$ cat config.mk
export PLATFORM = sky130hd
export DESIGN_NAME = seq_det_sched
export DESIGN_NICKNAME = d
export VERILOG_FILES = /design/src/rtl/seq_det_sched.sv
export SDC_FILE = /design/constraint.sdc
export NUM_CORES = 1
export LEC_CHECK = 0
export CAP_MARGIN = 20
export CELL_PAD_IN_SITES_DETAIL_PLACEMENT = 0
export CELL_PAD_IN_SITES_GLOBAL_PLACEMENT = 1
export CORE_MARGIN = 4
export CORE_UTILIZATION = 40
export DETAILED_ROUTE_END_ITERATION = 8
export GPL_ROUTABILITY_DRIVEN = 0
export PLACE_DENSITY_LB_ADDON = 0.1
export SLEW_MARGIN = 20
export SYNTH_ARGS = -nofsm -noshare
export SYNTH_HDL_FRONTEND = slang
export SYNTH_SLANG_ARGS = --single-unit
$ cat constraint.sdc
create_clock -name clk_i -period 3.2 [get_ports clk_i]
set_input_delay 0.48 -clock clk_i [delete_from_list [all_inputs] [get_ports clk_i]]
set_output_delay 0.48 -clock clk_i [all_outputs]
set_load 0.01 [all_outputs]
$ cat src/rtl/seq_det_sched.sv
`default_nettype none
// ============================================================================
// Module   : seq_det_sched
// Brief    : Round-robin time-multiplexed "1011" Mealy detector over NUM_CH
//            serial bit streams; define SEQ_DET_OVERLAP_EN for overlapping
//            detection (default build is non-overlapping).
// Revision : 1.0 - initial release
// ============================================================================
module seq_det_sched #(
  parameter int NUM_CH = 4,
  parameter int CNT_W  = 16
) (
  input  logic                      clk_i,
  input  logic                      clr_i,
  input  logic                      en_i,
  input  logic [NUM_CH-1:0]         req_valid_i,
  input  logic [NUM_CH-1:0]         req_bit_i,
  output logic [NUM_CH-1:0]         req_ready_o,
  input  logic [NUM_CH-1:0]         ch_clr_i,
  output logic                      match_o,
  output logic [$clog2(NUM_CH)-1:0] match_ch_o,
  output logic [CNT_W-1:0]          match_cnt_o,
  output logic                      busy_o
);

  localparam int              CH_W      = $clog2(NUM_CH);
  localparam logic [CH_W:0]   c_NUM     = (CH_W+1)'(NUM_CH);
  localparam logic [CH_W-1:0] c_LAST    = CH_W'(NUM_CH - 1);
  localparam logic [CNT_W-1:0] c_CNT_MAX = {CNT_W{1'b1}};

  typedef enum logic [1:0] {
    S_R   = 2'd0,
    S_B   = 2'd1,
    S_BC  = 2'd2,
    S_BCB = 2'd3
  } ctx_t;

  ctx_t              r_ctx [NUM_CH];
  ctx_t              w_ctx_nxt [NUM_CH];
  logic [CH_W-1:0]   r_ptr;
  logic              r_match;
  logic [CH_W-1:0]   r_match_ch;
  logic [CNT_W-1:0]  r_cnt;
  logic              r_busy;

  logic [NUM_CH-1:0] w_elig;
  logic [NUM_CH-1:0] w_grant;
  logic [CH_W-1:0]   w_gnt_idx;
  logic              w_gnt_any;
  logic              w_match;
  logic              w_busy_nxt;
  logic [CH_W-1:0]   w_ptr_nxt;

  assign w_elig = en_i ? (req_valid_i & ~ch_clr_i) : '0;

  // First eligible channel at or above the pointer, wrapping modulo NUM_CH
  always_comb begin
    logic [CH_W:0] w_cand;
    w_grant   = '0;
    w_gnt_idx = '0;
    w_gnt_any = 1'b0;
    w_cand    = '0;
    for (int i = 0; i < NUM_CH; i++) begin
      w_cand = {1'b0, r_ptr} + (CH_W+1)'(i);
      if (w_cand >= c_NUM) w_cand = w_cand - c_NUM;
      if (!w_gnt_any && w_elig[w_cand[CH_W-1:0]]) begin
        w_gnt_any                     = 1'b1;
        w_gnt_idx                     = w_cand[CH_W-1:0];
        w_grant[w_cand[CH_W-1:0]]     = 1'b1;
      end
    end
  end

  assign req_ready_o = w_grant;
  assign w_ptr_nxt   = (w_gnt_idx == c_LAST) ? '0 : w_gnt_idx + CH_W'(1);

  always_comb begin
    w_ctx_nxt  = r_ctx;
    w_match    = 1'b0;
    w_busy_nxt = 1'b0;
    for (int k = 0; k < NUM_CH; k++) begin
      if (ch_clr_i[k]) w_ctx_nxt[k] = S_R;
    end
    // A cleared channel is never granted, so the two updates cannot collide
    if (w_gnt_any) begin
      case (r_ctx[w_gnt_idx])
        S_R:   w_ctx_nxt[w_gnt_idx] = req_bit_i[w_gnt_idx] ? S_B : S_R;
        S_B:   w_ctx_nxt[w_gnt_idx] = req_bit_i[w_gnt_idx] ? S_B : S_BC;
        S_BC:  w_ctx_nxt[w_gnt_idx] = req_bit_i[w_gnt_idx] ? S_BCB : S_R;
        S_BCB: begin
          if (req_bit_i[w_gnt_idx]) begin
            w_match = 1'b1;
`ifdef SEQ_DET_OVERLAP_EN
            w_ctx_nxt[w_gnt_idx] = S_B;
`else
            w_ctx_nxt[w_gnt_idx] = S_R;
`endif
          end else begin
            w_ctx_nxt[w_gnt_idx] = S_BC;
          end
        end
        default: w_ctx_nxt[w_gnt_idx] = S_R;
      endcase
    end
    for (int k = 0; k < NUM_CH; k++) begin
      if (w_ctx_nxt[k] != S_R) w_busy_nxt = 1'b1;
    end
  end

  always_ff @(posedge clk_i or posedge clr_i) begin
    if (clr_i) begin
      for (int k = 0; k < NUM_CH; k++) r_ctx[k] <= S_R;
      r_ptr      <= '0;
      r_match    <= 1'b0;
      r_match_ch <= '0;
      r_cnt      <= '0;
      r_busy     <= 1'b0;
    end else begin
      r_ctx   <= w_ctx_nxt;
      r_match <= w_match;
      r_busy  <= w_busy_nxt;
      if (w_gnt_any) r_ptr <= w_ptr_nxt;
      if (w_match) begin
        r_match_ch <= w_gnt_idx;
        if (r_cnt != c_CNT_MAX) r_cnt <= r_cnt + CNT_W'(1);
      end
    end
  end

  assign match_o     = r_match;
  assign match_ch_o  = r_match_ch;
  assign match_cnt_o = r_cnt;
  assign busy_o      = r_busy;

endmodule
`default_nettype wire

==> results by group, run 1 <==
Run status
  • Outcome: completed

Critical path
  • Worst Path Buf+Inv: 2
  • R2R cell count: 8
  • CP arrival: 2.58 ns
  • Startpoint types: input port
  • CP required: 2.72 ns
  • Reg2reg end: match_cnt_o[8]$_DFFE_PP0P_
  • Crit end category: output pin
  • Crit path max-delay cell type: clkdlybuf4s50_1
  • R2r setup slk: 0.39 ns
  • CP Max Fanout: 4
  • RR Startpoint: r_ptr[0]$_DFFE_PP0N_
  • Classification of the worst setup path: in2out
  • Crit path largest cell delay: 0.55 ns
  • Worst path cell trace: clkdlybuf4s50_1 -> nor2b_4 -> nor2_1 -> mux4_2 -> and2_1 -> a221o_1 -> dlygate4sd2_1
  • Top delay family on crit path: buffers and inverters

Global routing
  • Total GRT Usage: 18.65%
  • First-pass GRT wire length: 9466 um
  • Largest net degree at the start of global routing: 31
  • Vias in the first global route: 2048
  • Total grt overflow: 0
  • Initial antenna violation count: 0

Die
  • Die area: 6555 um2
  • Core area: 5140 um2
  • Overall die height: 80.97 um
  • FP Rows: 26
  • Horiz. Die Dim: 80.97 um
  • # IOs: 39
  • Initial Util: 41.43%

Placed design
  • Input/output buffers: 38
  • DP Area: 2841 um2
  • DPL Wire Length: 4312 um

CTS
  • CTS Sinks: 30
  • CTS Buf Count: 5
  • CTS tree: yes
  • Worst-skew pair later-pin latency: 0.28 ns
  • Number of hold buffers added after cts: 0
  • Worst-path clk slew: 0.06 ns
  • H-tree levels: 2
  • Clk root buf: clkbuf_8
  • Clock buffer depth: 2

Timing
  • Total Negative Setup Slacks: 0 ns
  • Final Hold Viols: 0
  • Final min period: 3.064 ns
  • Clock Skews: 0.008490 ns
  • Fmax achieved: 326.4 MHz
  • Rel. slew slack: 71.57%
  • Worst-Margin Slew: 0.4209 ns
  • Final setup viols: 0
  • Setup repair after global routing missed its margin: no
  • Fin crit share: 95.74%
  • Count of final max-slew check failures: 0

Hold path
  • Hold_sp: match_cnt_o[12]$_DFFE_PP0P_
  • Hold crit path type: reg2reg
  • Hold path depth: 1
  • Worst Hold End: match_cnt_o[12]$_DFFE_PP0P_

Yosys
  • Top FF cell, synth: dfrtp_1
  • Async set-reset flop share out of synthesis: 100.0%
  • Share of the synthesized area in the top cell type: 35.25%
  • Synth top area cells: dfrtp_1, mux2i_1, ha_1
  • Largest area contributor in the netlist: dfrtp_1
  • Syn nets: 252
  • Synthesized flop and latch total: 30
  • Sequential area share after synthesis: 35.25%
  • Yosys warns: 0
  • Post-Syn Area per Cell: 9.259 um2
  • Mapped Area: 2130 um2
  • Number of flops mapped to enable cells by yosys: 0
  • Synth Instances: 230
  • Library cells used by synthesis: 53

Power
  • Max IR drop VDD: 389.6 uV
  • Final Total Pwr: 0.001959 W
  • Clock power frac: 16.4%
  • Flop pwr share: 27.4%
  • Switching Share: 39.12%
  • Comb pwr share: 56.2%
  • Pleak: 1.377 nW
  • Cell-internal power: 0.001193 W
  • PwrDens: 658.2 nW/um2
  • P_sw: 0.0007664 W

Route
  • Routed vias: 1961
  • DRT Pass-1 Iters: 4
  • Detail Route Antenna Nets: 0
  • DRC: 0
  • Drt via density: 5.174
  • Routed WL: 5459 um
  • WL/cell: 14.40 um
  • DRT iter0 DRCs: 103

Finish
  • # nets final: 330
  • FF/Latch Area: 750.7 um2
  • Area occupied by multi-input gates: 1354 um2
  • Layout cells sized above 1: 21.36%
  • Final core utilization: 57.91%
  • Diode count: 0
  • Area grow syn2layout: 39.78%
  • Layout fillers: 493
  • Fin area: 2977 um2

Flow run
  • Max Cap Viol: 0
[kinds of logic (layout without fill, tap and decap cells)]
| family | after synthesis | count (layout) | share of synthesized area, % |
|---|---|---|---|
| buffers and inverters | 16 | 95 | 3.290 |
| flip-flops | 30 | 30 | 35.25 |
| XOR/XNOR | 15 | 15 | 6.169 |
| adder cells (fa/ha/maj) | 7 | 7 | 4.113 |
| AND/OR/NAND/NOR | 105 | 105 | 26.56 |
| AO/OA/AOI/OAI | 42 | 42 | 15.63 |
| multiplexers | 15 | 15 | 8.989 |
[layout make-up]
| cell class | count | area share [%] |
|---|---|---|
| clock inverters | 1 | 0.1681 |
| multi-input cells | 184 | 45.48 |
| clock buffers | 7 | 2.900 |
| well taps | 70 | 2.942 |
| inverters | 13 | 1.723 |
| repair buffers | 74 | 21.56 |
| flip-flops and latches | 30 | 25.22 |
[metal layers]
metal  GRT usage, %  share of wire, %  vias up
li1               -                 -      992
met1          23.36                46      918
met2          31.61                48       41
met3          4.102               3.2       10
met4          6.419               1.8        0
met5              0                 0        -
[sequential cells by signal, indices dropped and copies added (netlist names)]
register and count:
match_cnt_o 16, r_ctx 8, match_ch_o 2, r_ptr 2, busy_o 1, match_o 1
[placed cells by master (no fill, tap or decap), types with 8 or more instances in the layout]
cell,count
nor2_1,22
nand2_1,22
clkdlybuf4s50_1,31
inv_1,10
nand3_1,8
dfrtp_1,30
and3_1,8
xnor2_1,9
buf_4,36
mux2i_1,9
[synth_stat cells (all sizes together) (4+ instances only)]
cell,count
nor2,22
nand3b,5
nand2b,7
mux2i,9
o21ai,6
xnor2,9
nand4,7
nand3,8
nor2b,8
xor2,6
inv,12
a21oi,8
dfrtp,30
a22o,4
ha,7
a221o,4
nand2,24
and2,4
and3,8
nor3,7
[power by group through the flow]
stage / Combinational (W) / Sequential (W) / Clock, W
6_report: 0.00110 / 0.000537 / 0.000321
5_1_grt: 0.00122 / 0.000555 / 0.000351
4_1_cts: 0.00111 / 0.000539 / 0.000334
3_5_place_dp: 0.00112 / 0.000544 / 0
3_3_place_gp: 0.00112 / 0.000545 / 0
2_1_floorplan: 0.000617 / 0.000555 / 0
[worst register-to-register path: stages (launching register included)]
cell,delay (ns)
dfrtp_1,0.46
inv_2,0.09
buf_4,0.18
mux4_2,0.55
a311o_2,0.44
a221oi_2,0.38
a2111o_1,0.34
nor2b_1,0.10
xor2_1,0.15
[how the worst max path moves through the flow]
stage	slack, ns	startpoint	end	cells past startpoint
floorplan	0.32	r_ptr[1]$_DFFE_PP0N_	match_ch_o[1]$_DFFE_PP0P_	10
global placement	-0.12	req_valid_i[3]	req_ready_o[1]	7
detailed placement	-0.11	req_valid_i[3]	req_ready_o[1]	7
CTS	0.14	req_valid_i[3]	req_ready_o[1]	7
global route	0.05	req_valid_i[1]	req_ready_o[1]	7
finish	0.14	req_valid_i[1]	req_ready_o[1]	7
[metrics by stage]
stage,worst slack (ns),hold WS (ns),cells
finish,0.1364,0.5011,379
global route,0.04744,0.5098,379
CTS,0.1410,0.5002,379
detailed placement,-0.1104,0.4871,370
global placement,-0.1224,0.4775,370
floorplan,0.3230,0.5154,230
[timing repair]
action                     4_1_cts  5_1_grt
resized for setup               16        0
setup endpoints to repair        4        0
buffers inserted                 1        0
Power figures use the tool's default switching activity.
==> run 2, diff against run 1 <==
Settings changed: CTS_BUF_LIST set to sky130_fd_sc_hd__clkbuf_8, REMOVE_ABC_BUFFERS set to 1.
==> run 2 against run 1 <==
  * Worst setup slack improved by 0.0097 ns
  * Utilization about the same
  * Worst hold slack got worse by 0.0077 ns
  * Sequential share of layout area about the same
  * Die area unchanged
  * Critical path depth unchanged
  * Via count increased by 3.2%
  * Critical path type unchanged
  * Highest routed layer unchanged
==> results by group, run 2 (synthesis results as in run 1) <==
CTS
  • Clk root buf: clkbuf_8
  • Worst-skew pair later-pin latency: 0.28 ns
  • Number of hold buffers added after cts: 0
  • CTS Buf Count: 5
  • CTS tree: yes
  • CTS Sinks: 30
  • H-tree levels: 2
  • Worst-path clk slew: 0.07 ns
  • Clock buffer depth: 2

Finish
  • Area grow syn2layout: 39.84%
  • Most frequent cells in the layout: buf_4, clkdlybuf4s50_1, dfrtp_1
  • Diode count: 0
  • Max reg flops: 16
  • Layout fillers: 511
  • # nets final: 331
  • Commonest non-fill, non-tap cell in the layout: buf_4
  • Layout cells sized above 1: 21.94%
  • Final core utilization: 57.94%

Critical path
  • Crit end category: output pin
  • Worst Setup SP: req_valid_i[0]
  • Crit path max-delay cell type: clkdlybuf4s50_1
  • Crit path largest cell delay: 0.52 ns
  • R2r setup slk: 0.39 ns
  • Classification of the worst setup path: in2out
  • RR Startpoint: r_ptr[1]$_DFFE_PP0N_
  • Reg2reg end: match_cnt_o[10]$_DFFE_PP0P_
  • CP Depth: 7
  • Top delay family on crit path: buffers and inverters
  • CP required: 2.72 ns
  • CP arrival: 2.57 ns
  • R2R cell count: 10
  • Worst path cell trace: clkdlybuf4s50_1 -> nor2b_4 -> nor2_1 -> mux4_2 -> and2_1 -> a221o_1 -> dlygate4sd2_1
  • Worst Setup EP: req_ready_o[3]
  • Worst Path Buf+Inv: 2
  • CP Max Fanout: 4
  • Startpoint types: input port

Route
  • Routed vias: 2023
  • Drt via density: 5.324
  • Detail Route Antenna Nets: 0
  • Routed WL: 5634 um
  • WL/cell: 14.83 um
  • DRC: 0
  • DRT Pass-1 Iters: 4
  • DRT iter0 DRCs: 120

Global routing
  • First-pass GRT wire length: 9494 um
  • Largest net degree at the start of global routing: 31
  • Total grt overflow: 0
  • Vias in the first global route: 2066
  • Initial antenna violation count: 0
  • Total GRT Usage: 18.86%

Timing
  • Setup repair after global routing missed its margin: no
  • Count of final max-slew check failures: 0
  • Final setup viols: 0
  • Clock Skews: 0.002098 ns
  • Rel. slew slack: 66.15%
  • Final Hold Viols: 0
  • Fmax achieved: 327.4 MHz
  • Hold Slack: 0.4934 ns
  • Fin crit share: 95.44%
  • Final min period: 3.054 ns
  • Worst-Margin Slew: 0.5012 ns

Placed design
  • Input/output buffers: 38
  • DPL Wire Length: 4350 um

Flow run
  • Max Cap Viol: 0

Power
  • PwrDens: 662.0 nW/um2
  • Pleak: 1.372 nW
  • Max IR drop VDD: 329.9 uV

Die
  • # IOs: 39
  • Horiz. Die Dim: 80.97 um
  • Overall die height: 80.97 um
  • FP Rows: 26
  • Initial Util: 41.43%
  • Die area: 6555 um2
  • Core area: 5140 um2

Hold path
  • Hold path depth: 1
  • Hold_sp: match_cnt_o[15]$_DFFE_PP0P_
  • Hold crit path type: reg2reg

Run status
  • Outcome: completed
-- run 2: changes by cell type in the layout (fill, tap and decap cells not counted), sizes merged --
cell      change
clkbuf        -1
buf           +1
clkinvlp      +1
-- run 2: metrics by stage --
step	setup slack [ns]	instances	power (W)	instance area [um2]	setup TNS, ns
floorplan	0.3934	227	0.001154	2111	0
global placement	-0.08899	371	0.001653	2849	-0.8690
detailed placement	-0.1324	371	0.001664	2849	-1.592
CTS	0.1466	380	0.001989	2978	0
global route	0.05406	380	0.002119	2978	0
finish	0.1461	380	0.001971	2978	0
-- run 2: worst min path at each step --
stage | endpoint | slack [ns]
floorplan | match_cnt_o[12]$_DFFE_PP0P_ | 0.52
finish | match_cnt_o[15]$_DFFE_PP0P_ | 0.49
CTS | match_cnt_o[15]$_DFFE_PP0P_ | 0.50
global placement | match_cnt_o[12]$_DFFE_PP0P_ | 0.48
detailed placement | match_cnt_o[10]$_DFFE_PP0P_ | 0.48
global route | match_cnt_o[15]$_DFFE_PP0P_ | 0.52
-- run 2: where the power goes --
part | internal [W] | total [W] | switching (W)
clock network | 0.000173 | 0.000324 | 0.000151
logic | 0.000563 | 0.00112 | 0.000554
registers | 0.000457 | 0.000530 | 0.0000736
total | 0.00119 | 0.00197 | 0.000778
-- run 2: worst register-to-register path, cell delays in order, from the launching register on --
cell and delay, ns:
dfrtp_1 0.37, inv_1 0.08, ha_1 0.39, mux4_2 0.37, nor3b_2 0.23, buf_4 0.14
a211o_2 0.16, a221oi_2 0.10, a2111o_1 0.52, nor3_2 0.21, xor2_1 0.16
-- run 2: what timing repair did --
item,4_1_cts,5_1_grt
resized for setup,15,0
buffers inserted,1,0
setup endpoints to repair,4,0
-- run 2: final cells by class --
cell class                 instances  area (um2)  area share (%)
multi-input combinational        184        1344           45.13
clock buffer                       6       82.58           2.773
tap                               70       87.58           2.941
clock inverter                     2       12.51          0.4202
timing repair buffer              75       649.4           21.81
sequential                        30       750.7           25.21
inverter                          13       51.30           1.723
-- run 2: metal layers --
layer	part of all wire, %	track usage [%]	up-vias
li1	-	-	1003
met5	0	0	-
met3	3.3	3.548	10
met1	46	23.99	957
met4	2.0	7.432	0
met2	48	31.53	53
==> RTL change 1, RTL diff (settings of run 1) <==
Change the parameter `NUM_CH` from 4 to 8.
--- a/src/rtl/seq_det_sched.sv
+++ b/src/rtl/seq_det_sched.sv
@@ -9,3 +9,3 @@
 module seq_det_sched #(
-  parameter int NUM_CH = 4,
+  parameter int NUM_CH = 8,
   parameter int CNT_W  = 16
Interface: changed (5 resized); port bits go from 39 to 56. No check against the original RTL was run, so the function may have changed too.
==> RTL change 1 against run 1 <==
The flow now finishes with violations (setup timing). Synthesized area increased by 66%. Die area up 58%. Total power grew to 3.8 times the old value. First-iteration DRC count up 14%. Critical path depth up 7. Synthesized cell count rose by 63%. Worst setup slack lost 1.4 ns. Clock skew down 0.0026 ns. Routed wire length is 110% higher. Sequential cell count grew 10. Maximum frequency fell by 31%. Cell area grew 92%. Utilization rose by 8.3 points.
==> RTL change 1: results (changes against run 1) <==
routing:
  first_iter_violations: 117  # +14%
  via_per_inst: 5.61  # +8.4%
  wl_microns: 11500  # +110%
  drtPass1Iterations: 5  # +1
yosys:
  synthTopCellsByArea: "dfrtp_1 (28%), mux4_2 (9.6%), mux2i_1 (8.2%)"
  ys_warn_count: 0  # unchanged
  yosysMostFrequentCell: "dfrtp_1"
  async_reset_ff_share_pct: 100  # unchanged
  ys_seq_elements: 40  # +33%
  synthTopCellsByCount: "dfrtp_1 (40), mux2i_1 (29), nand2_1 (25), nor2_1 (25), nand2b_1 (20)"
  ys_types: 62  # +17%
  syn_nets: 409  # +62%
  synth-seq-area-share_pct: 28.4  # -6.9 points
global_routing:
  track_usage_pct: 22.1  # +3.4 points
  grt_pass1_wl_microns: 18400  # +94%
  grt_pass1_vias: 3804  # +86%
  grt_use_met2_pct: 38.8  # +7.2 points
  use_met1_pct: 29.1  # +5.7 points
  antenna_found_initial: 0  # unchanged
  grt_start_max_net_pins: 41  # +32%
  met3_usage_pct: 1.84  # -2.3 points
clock_network:
  cts_buffer_depth: 2  # unchanged
  htreeDepth: 2  # unchanged
  clockRootBuffer: "clkbuf_8"
  cts_buffers: 5  # unchanged
  clock_latency_ns: 0.29
  clk_pin_slew_ns: 0.08  # +0.02 ns
setup_path:
  cpPeakStageDelay_ns: 0.55  # about the same
  worstPathArrival_ns: 4.60  # +2.02 ns
  crit_fanout: 4  # unchanged
  slowest_stage: "mux4_2"
  critical-path-top-delay-family: "multiplexers"
hold_path:
  hp-class: "register to register"
place:
  hpwl_microns: 8800  # +100%
  dp_slack_ns: -1.66  # -1.55 ns
  port_buffers: 55  # +45%
timing:
  timing.final.ws_setup_ns: -1.24  # -1.37 ns
  skew_ns: 0.00594  # -0.00255 ns
  setup_tns_ns: -40.21  # -40.21 ns
  setup_viol: 47  # +47
  tightest_slew_ns: 0.603  # +0.182 ns
  holdWs_ns: 0.492  # -0.00946 ns
cells_and_area:
  nFillCells: 681  # +38%
  fin_nets: 604  # +83%
  final_layout_size_suffix_gt1_share_pct: 42.5  # +21 points
  n_antenna_cell: 0  # unchanged
power_and_ir_drop:
  ir_drop_mv: 1.11  # +180%
  p_int_mw: 4.15  # +250%
  p_leak_nw: 2.59  # +88%
run_status:
  violations: "setup timing"
  outcome: "complete, but fails checks"
RTL change 1: cell types whose count changed in the layout (fill, tap and decap cells not counted), moves of 8 or more:
| cell | delta |
|---|---|
| dlymetal6s2s_1 | +9 |
| buf_4 | +101 |
| xnor2_1 | +8 |
| dfrtp_1 | +10 |
| buf_6 | +10 |
| mux4_2 | +12 |
| mux2i_1 | +14 |
RTL change 1: worst paths after layout:
check	start	to	depth (start not counted)
worst max-delay path	ch_clr_i[1]	busy_o	14
worst min-delay path	match_cnt_o[6]	match_cnt_o[6]	1
worst max register to register	r_ptr[0]	busy_o	14
worst min register to register	match_cnt_o[6]	match_cnt_o[6]	1
max in group asynchronous	clr_i	r_ctx[15]	3
min in group asynchronous	clr_i	match_cnt_o[15]	3
RTL change 1: cells by family after synthesis:
| logic type | Yosys count | synth area share [%] |
|---|---|---|
| compound gates | 85 | 17.2 |
| xor+xnor | 20 | 4.96 |
| fa+ha+maj | 8 | 2.84 |
| flops | 40 | 28.4 |
| buf+inv | 24 | 3.26 |
| simple gates | 144 | 22.7 |
| mux | 53 | 20.7 |
RTL change 1: cell type report:
class / instances / area share, %
tap: 108 / 2.36
inverter: 9 / 0.831
timing repair buffer: 202 / 29.5
timing repair inverter: 1 / 0.109
multi-input combinational: 310 / 48.0
clock inverter: 2 / 0.262
clock buffer: 6 / 1.44
sequential: 40 / 17.5
RTL change 1: power by group through the flow:
| stage | registers, mW | logic [mW] | clock network [mW] |
|---|---|---|---|
| 3_5_place_dp | 0.697 | 5.69 | 0 |
| 5_1_grt | 0.707 | 6.93 | 0.397 |
| 6_report | 0.694 | 6.49 | 0.356 |
| 2_1_floorplan | 0.705 | 3.14 | 0 |
| 3_3_place_gp | 0.695 | 5.64 | 0 |
| 4_1_cts | 0.692 | 5.94 | 0.367 |
RTL change 1: routing by layer:
metal | up-vias | wire length (microns)
met5 | - | 0
met4 | 0 | 254
met3 | 20 | 459
met2 | 120 | 5930
met1 | 1836 | 4880
li1 | 1826 | -
RTL change 1: what timing repair did:
item / in CTS / in global routing
gates resized for setup: 62 / 53
buffers inserted: 7 / 10
gates cloned: 0 / 1
pin swaps: 4 / 17
endpoints found under the setup margin: 47 / 47
RTL change 1: through the flow:
| stage | instances | instance area [sq um] |
|---|---|---|
| 2_1_floorplan | 374 | 3600 |
| 3_3_place_gp | 653 | 5200 |
| 3_5_place_dp | 653 | 5200 |
| 4_1_cts | 668 | 5470 |
| 5_1_grt | 678 | 5720 |
| 6_report | 678 | 5720 |
